--- config.mk ---
export PLATFORM = sky130hd
export DESIGN_NAME = alu_seq_flat
export DESIGN_NICKNAME = d
export VERILOG_FILES = /design/src/rtl/alu_seq_if.sv /design/src/rtl/alu_seq.sv /design/src/flat_wrapper.sv
export SDC_FILE = /design/constraint.sdc
export NUM_CORES = 1
export LEC_CHECK = 0
export ABC_AREA = 1
export BUFFER_PORTS_ARGS = -buffer_cell sky130_fd_sc_hd__buf_2
export CORE_MARGIN = 2
export CORE_UTILIZATION = 66
export DETAILED_ROUTE_END_ITERATION = 8
export HOLD_SLACK_MARGIN = 0.1
export PLACE_DENSITY_LB_ADDON = 0.15
export SYNTH_ARGS = -nofsm -noshare
export SYNTH_HDL_FRONTEND = slang
export SYNTH_SLANG_ARGS = --single-unit
--- constraint.sdc ---
create_clock -name clk -period 4.35 [get_ports clk]
set_clock_uncertainty 0.2 [all_clocks]
set_input_delay 0.2175 -clock clk [delete_from_list [all_inputs] [get_ports clk]]
set_output_delay 0.2175 -clock clk [all_outputs]
set_load 0.02 [all_outputs]
--- src/rtl/alu_seq_if.sv ---
// Request/result handshake bundle for the sequential ALU.
interface alu_seq_if #(
  parameter int WIDTH = 8
);
  logic             in_valid;
  logic             in_ready;
  logic [3:0]       ALU_Sel;
  logic [WIDTH-1:0] A;
  logic [WIDTH-1:0] B;
  logic             out_valid;
  logic             out_ready;
  logic [WIDTH-1:0] ALU_Out;
  logic             zero;
  logic             negative;
  logic             carry;
  logic             overflow;

  modport master (
    output in_valid, ALU_Sel, A, B, out_ready,
    input  in_ready, out_valid, ALU_Out, zero, negative, carry, overflow
  );

  modport slave (
    input  in_valid, ALU_Sel, A, B, out_ready,
    output in_ready, out_valid, ALU_Out, zero, negative, carry, overflow
  );
endinterface

--- src/rtl/alu_seq.sv ---
// Registered ALU: one op per valid/ready handshake, single-cycle logic/arith ops,
// iterative shift-add multiply taking WIDTH cycles. Result and flags held until taken.
module alu_seq #(
  parameter int WIDTH  = 8,
  parameter bit MUL_EN = 1'b1
) (
  input logic      clk,
  input logic      rst,
  alu_seq_if.slave bus
);
  localparam int CW = $clog2(WIDTH + 1);

  typedef enum logic {IDLE, MUL} state_t;

  state_t             state;
  logic [WIDTH-1:0]   alu_out;
  logic               out_valid;
  logic               zero_q;
  logic               neg_q;
  logic               carry_q;
  logic               ovf_q;

  logic [2*WIDTH-1:0] mcand;
  logic [2*WIDTH-1:0] acc;
  logic [2*WIDTH-1:0] acc_next;
  logic [WIDTH-1:0]   mplier;
  logic [CW-1:0]      cnt;

  logic               in_ready;
  logic               accept;
  logic               is_mul;
  logic [WIDTH-1:0]   res;
  logic               res_c;
  logic               res_v;
  logic [WIDTH:0]     wide;

  assign in_ready = (state == IDLE) && (!out_valid || bus.out_ready);
  assign accept   = bus.in_valid && in_ready;
  assign is_mul   = MUL_EN && (bus.ALU_Sel == 4'b1011);

  // Single-cycle result and flags for the incoming operands.
  always_comb begin
    res   = '0;
    res_c = 1'b0;
    res_v = 1'b0;
    wide  = '0;
    case (bus.ALU_Sel)
      4'b0001: res = ~bus.A;
      4'b0011: begin
        wide  = {1'b0, bus.A} + {1'b0, bus.B};
        res   = wide[WIDTH-1:0];
        res_c = wide[WIDTH];
        res_v = (bus.A[WIDTH-1] == bus.B[WIDTH-1]) && (res[WIDTH-1] != bus.A[WIDTH-1]);
      end
      4'b0100: begin
        wide  = {1'b0, bus.A} - {1'b0, bus.B};
        res   = wide[WIDTH-1:0];
        res_c = wide[WIDTH];
        res_v = (bus.A[WIDTH-1] != bus.B[WIDTH-1]) && (res[WIDTH-1] != bus.A[WIDTH-1]);
      end
      4'b0101: res = bus.A & bus.B;
      4'b0110: res = bus.A | bus.B;
      4'b1010: res = '0;
      4'b1100: begin
        res   = {bus.A[WIDTH-2:0], 1'b0};
        res_c = bus.A[WIDTH-1];
      end
      4'b1101: begin
        res   = {1'b0, bus.A[WIDTH-1:1]};
        res_c = bus.A[0];
      end
      default: res = bus.A;
    endcase
  end

  // One partial-product step of the shift-add multiplier.
  always_comb begin
    acc_next = mplier[0] ? (acc + mcand) : acc;
  end

  // Control FSM with registered result, flags and out_valid.
  always_ff @(posedge clk) begin
    if (rst) begin
      state     <= IDLE;
      out_valid <= 1'b0;
      alu_out   <= '0;
      zero_q    <= 1'b0;
      neg_q     <= 1'b0;
      carry_q   <= 1'b0;
      ovf_q     <= 1'b0;
      mcand     <= '0;
      acc       <= '0;
      mplier    <= '0;
      cnt       <= '0;
    end else begin
      case (state)
        IDLE: begin
          if (accept) begin
            if (is_mul) begin
              state     <= MUL;
              out_valid <= 1'b0;
              mcand     <= {{WIDTH{1'b0}}, bus.A};
              mplier    <= bus.B;
              acc       <= '0;
              cnt       <= '0;
            end else begin
              out_valid <= 1'b1;
              alu_out   <= res;
              zero_q    <= (res == '0);
              neg_q     <= res[WIDTH-1];
              carry_q   <= res_c;
              ovf_q     <= res_v;
            end
          end else if (bus.out_ready) begin
            out_valid <= 1'b0;
          end
        end
        MUL: begin
          acc    <= acc_next;
          mcand  <= mcand << 1;
          mplier <= mplier >> 1;
          cnt    <= cnt + 1'b1;
          if (cnt == CW'(WIDTH - 1)) begin
            state     <= IDLE;
            out_valid <= 1'b1;
            alu_out   <= acc_next[WIDTH-1:0];
            zero_q    <= (acc_next[WIDTH-1:0] == '0);
            neg_q     <= acc_next[WIDTH-1];
            carry_q   <= |acc_next[2*WIDTH-1:WIDTH];
            ovf_q     <= 1'b0;
          end
        end
        default: state <= IDLE;
      endcase
    end
  end

  assign bus.in_ready  = in_ready;
  assign bus.out_valid = out_valid;
  assign bus.ALU_Out   = alu_out;
  assign bus.zero      = zero_q;
  assign bus.negative  = neg_q;
  assign bus.carry     = carry_q;
  assign bus.overflow  = ovf_q;
endmodule

--- src/flat_wrapper.sv ---
// flat-port wrapper written by rule: the top's interface ports become plain ports
module alu_seq_flat 
#(
  parameter int WIDTH  = 8,
  parameter bit MUL_EN = 1'b1
)
  (clk, rst, bus_in_valid, bus_ALU_Sel, bus_A, bus_B, bus_out_ready, bus_in_ready, bus_out_valid, bus_ALU_Out, bus_zero, bus_negative, bus_carry, bus_overflow);
  alu_seq_if #(.WIDTH(WIDTH)) bus_i ();
  input logic clk;
  input logic rst;
  input wire logic [$bits(bus_i.in_valid)-1:0] bus_in_valid;
  input wire logic [$bits(bus_i.ALU_Sel)-1:0] bus_ALU_Sel;
  input wire logic [$bits(bus_i.A)-1:0] bus_A;
  input wire logic [$bits(bus_i.B)-1:0] bus_B;
  input wire logic [$bits(bus_i.out_ready)-1:0] bus_out_ready;
  output wire logic [$bits(bus_i.in_ready)-1:0] bus_in_ready;
  output wire logic [$bits(bus_i.out_valid)-1:0] bus_out_valid;
  output wire logic [$bits(bus_i.ALU_Out)-1:0] bus_ALU_Out;
  output wire logic [$bits(bus_i.zero)-1:0] bus_zero;
  output wire logic [$bits(bus_i.negative)-1:0] bus_negative;
  output wire logic [$bits(bus_i.carry)-1:0] bus_carry;
  output wire logic [$bits(bus_i.overflow)-1:0] bus_overflow;
  assign bus_i.in_valid = bus_in_valid;
  assign bus_i.ALU_Sel = bus_ALU_Sel;
  assign bus_i.A = bus_A;
  assign bus_i.B = bus_B;
  assign bus_i.out_ready = bus_out_ready;
  assign bus_in_ready = bus_i.in_ready;
  assign bus_out_valid = bus_i.out_valid;
  assign bus_ALU_Out = bus_i.ALU_Out;
  assign bus_zero = bus_i.zero;
  assign bus_negative = bus_i.negative;
  assign bus_carry = bus_i.carry;
  assign bus_overflow = bus_i.overflow;
  alu_seq #(.WIDTH(WIDTH), .MUL_EN(MUL_EN)) u_core (.clk(clk), .rst(rst), .bus(bus_i));
endmodule
==> impl_results.md <==
* Status: complete, no violations
* WHS Path Cells at 3
* Synth Area per Inst at 6.120 µm²
* Filler cells at 601
* Row count at 31
* Gr ovfl total at 0
* Initial antenna violation count at 0
* Final net count at 919
* Worst EP required at 4.42 ns
* Final min period at 2.728 ns
* # diodes at 0
* Combinational group share of total power at 20.7%
* RePlAce Congestion at 0.9686
* Crit path DAT at 2.80 ns
* Upper clock frequency limit at 366.6 MHz
* Synth Area in XOR/XNOR at 1.590%
* Pwr/cell area at 269.6 nW/µm²
* R2r worst-path depth at 7
* Worst min-delay path class: primary input to register
* Slew Viols, Final at 0
* Top Ports at 38
* Area leader, netlist: dfxtp_1
* Std-Cell Core Area at 7253 µm²
* Slew HR at 35.99%
* Fin. Hold Viols at 0
* Worst Tran Pin Value at 0.9588 ns
* RR Startpoint: u_core.state$_SDFF_PP0_
* Synth warn at 0
* Min-delay src: bus_A[0]
* RSZ-0062 raised after global routing: no
* Seq cells post-synth at 57
* Seq pwr share at 36.9%
* Sequential cell area fraction in the yosys report at 23.02%
* R2r endpoint: u_core.mcand[5]$_SDFFE_PP0P_
* Routed WL at 14590 µm
* Hold Path Sink: u_core.mcand[0]$_SDFFE_PP0P_
* CTS tree: yes
* Most frequent cells in the layout: 266 x nand2_1, 97 x inv_1, 66 x nand3_1
* Crit-path max FO at 8
* Area Growth Syn to Fin at 12.34%
* Adder-cell share of the synthesized area at 11.56%
* Wirelength per Cell at 15.28 µm
* Multiplexer area fraction after synthesis at 0%
* DR pass1 iterations at 5
* Final setup violation count at 0
* Ratio of cells with drive above 1 in the final layout at 12.15%
* Reg2reg setup slack at 1.66 ns
* DP HPWL at 10970 µm
* Root buffer cell: clkbuf_8
* Maximum VDD drop at 194.2 µV
* Initial Utilization at 68.35%
* DR vias at 5552
* Vias/cell at 5.814
* Cts bufs inserted at 9
* Post-Synth Simple-Gate Area at 37.00%
* Main combinational cell family by area after synthesis: simple AND/OR/NAND/NOR gates
* Clk_lat worst skew at 0.35 ns
* DP Worst Slack at 1.742 ns
* Share of synthesized registers carrying an async set or reset at 0%
* Mapped Cells at 810
* Die W at 90.67 µm
* Max cap viols at 0
* Leak at 2.768 nW
* Pint at 1.030 mW
* Number of enable flip-flop cells after synthesis at 0
* Vias in the first global route at 5323
* Commonest non-fill, non-tap cell in the layout: nand2_1
* Period utilization at 62.71%
* Hold slack final at 0.1382 ns
* Area share of the largest cell type after synthesis at 23.02%
* Worst-path clk slew at 0.08 ns
* Clock Path Buffers at 2
* Setup TNS at 0 ns
* CTS sink cnt at 57
* Critical path startpoint category: primary input
* Total track usage at 36.84%
* First-pass GRT wire length at 24760 µm
* Post-synthesis compound-gate area fraction at 15.80%
* CTS H-tree lvls at 3
* Primary FF master, synth: dfxtp_1
* Crit. End Element: register
* Die Y at 90.67 µm
* Synth area leaders: dfxtp_1 23%, nand2_1 20%, ha_1 10%
* Antenna viol nets, final at 0
* Sw Share at 31.37%
* # port buffers at 37
* P_sw at 470.9 µW
* DRT iter0 DRCs at 425
* Largest net degree at the start of global routing at 41
* Drt drc at 0
* Mapped cell area at 4957 µm²
* Core Util, Final at 76.78%
* Worst Path Class, Setup: primary input to register
* Final setup margin at 1.622 ns
* Syn Nets at 878
* Cell variety after synth at 44
* Clk pwr share at 42.4%
* DIE AREA at 8220 µm²
[registers in the layout, indices dropped and copies added, names as in the netlist]
signal	count
u_core.bus.ALU_Out	8
u_core.acc	16
u_core.bus.carry	1
u_core.cnt	4
u_core.state	1
u_core.bus.overflow	1
u_core.mcand	16
u_core.bus.zero	1
u_core.bus.out_valid	1
u_core.mplier	8
[cell usage after synthesis, drive strengths merged, types with 6 or more instances]
master,instances
o22ai,6
a21oi,63
nand2,277
buf,16
inv,109
ha,41
nand4,10
o21ai,39
clkbuf,10
nand3,67
a31oi,16
or2,9
dfxtp,57
nor2,57
[power groups by stage]
stage | Clock [mW] | Sequential, mW | Combinational, mW
final | 0.637 | 0.554 | 0.311
after global routing | 0.653 | 0.555 | 0.344
after CTS | 0.633 | 0.553 | 0.305
after detailed placement | 0 | 0.565 | 0.292
after global placement | 0 | 0.565 | 0.288
after floorplan | 0 | 0.570 | 0.201
[what timing repair did]
action / in CTS / in global routing
hold buffers: 16 / 0
hold endpoints to repair: 16 / 0
setup buffers: 0 / 0
gates resized for setup: 0 / 0
setup endpoints to repair: 0 / 0
[cell type report]
type                    instances  area [µm²]  area share, %
clock inverters                 7       125.1          2.247
repair buffers                 56       367.9          6.605
well taps                      99       123.9          2.224
clock buffers                   9       123.9          2.224
inverters                     110       417.9          7.504
flip-flops and latches         57        1141          20.49
multi-input cells             617        3269          58.71
[stage by stage]
step,power [mW],std cells,area (µm²)
2_1_floorplan,0.7708,810,4957
3_3_place_gp,0.8531,923,5160
3_5_place_dp,0.8568,923,5160
4_1_cts,1.491,955,5569
5_1_grt,1.552,955,5569
6_report,1.501,955,5569
[critical path, stage by stage]
cell           delay [ns]
dlygate4sd3_1        0.52
buf_2                0.17
inv_1                0.09
ha_1                 0.45
inv_1                0.14
a21oi_1              0.14
nand2_1              0.14
a21oi_1              0.15
o21ai_0              0.09
nand4_1              0.09
nand2_1              0.08
o21ai_1              0.26
nand2_1              0.11
a21oi_1              0.14
[cell families after synthesis]
group           after synthesis
xor+xnor                      9
flops                        57
fa+ha+maj                    44
compound gates              137
simple gates                427
buf+inv                     136
[worst max-delay path by stage]
stage | from | slack [ns] | end | cells after the start
2_1_floorplan | u_core.acc[0]$_SDFFE_PP0P_ | 2.27 | u_core.bus.carry$_SDFFE_PP0P_ | 14
3_3_place_gp | u_core.mplier[0]$_SDFFE_PP0P_ | 1.82 | u_core.bus.zero$_SDFFE_PP0P_ | 10
3_5_place_dp | u_core.state$_SDFF_PP0_ | 1.74 | u_core.mplier[3]$_SDFFE_PP0P_ | 7
4_1_cts | bus_A[2] | 1.70 | u_core.bus.ALU_Out[3]$_SDFFE_PP0P_ | 14
5_1_grt | u_core.state$_SDFF_PP0_ | 1.42 | u_core.mcand[3]$_SDFFE_PP0P_ | 7
6_report | bus_A[2] | 1.62 | u_core.bus.ALU_Out[3]$_SDFFE_PP0P_ | 14
[per-layer routing]
metal | wire (µm) | share of wire (%) | track usage (%)
met5 | 0 | 0 | 0
met4 | 667 | 4.6 | 19.62
met3 | 1004 | 6.9 | 5.342
met2 | 6971 | 48 | 62.56
met1 | 5945 | 41 | 44.92
Power figures use the tool's default switching activity.
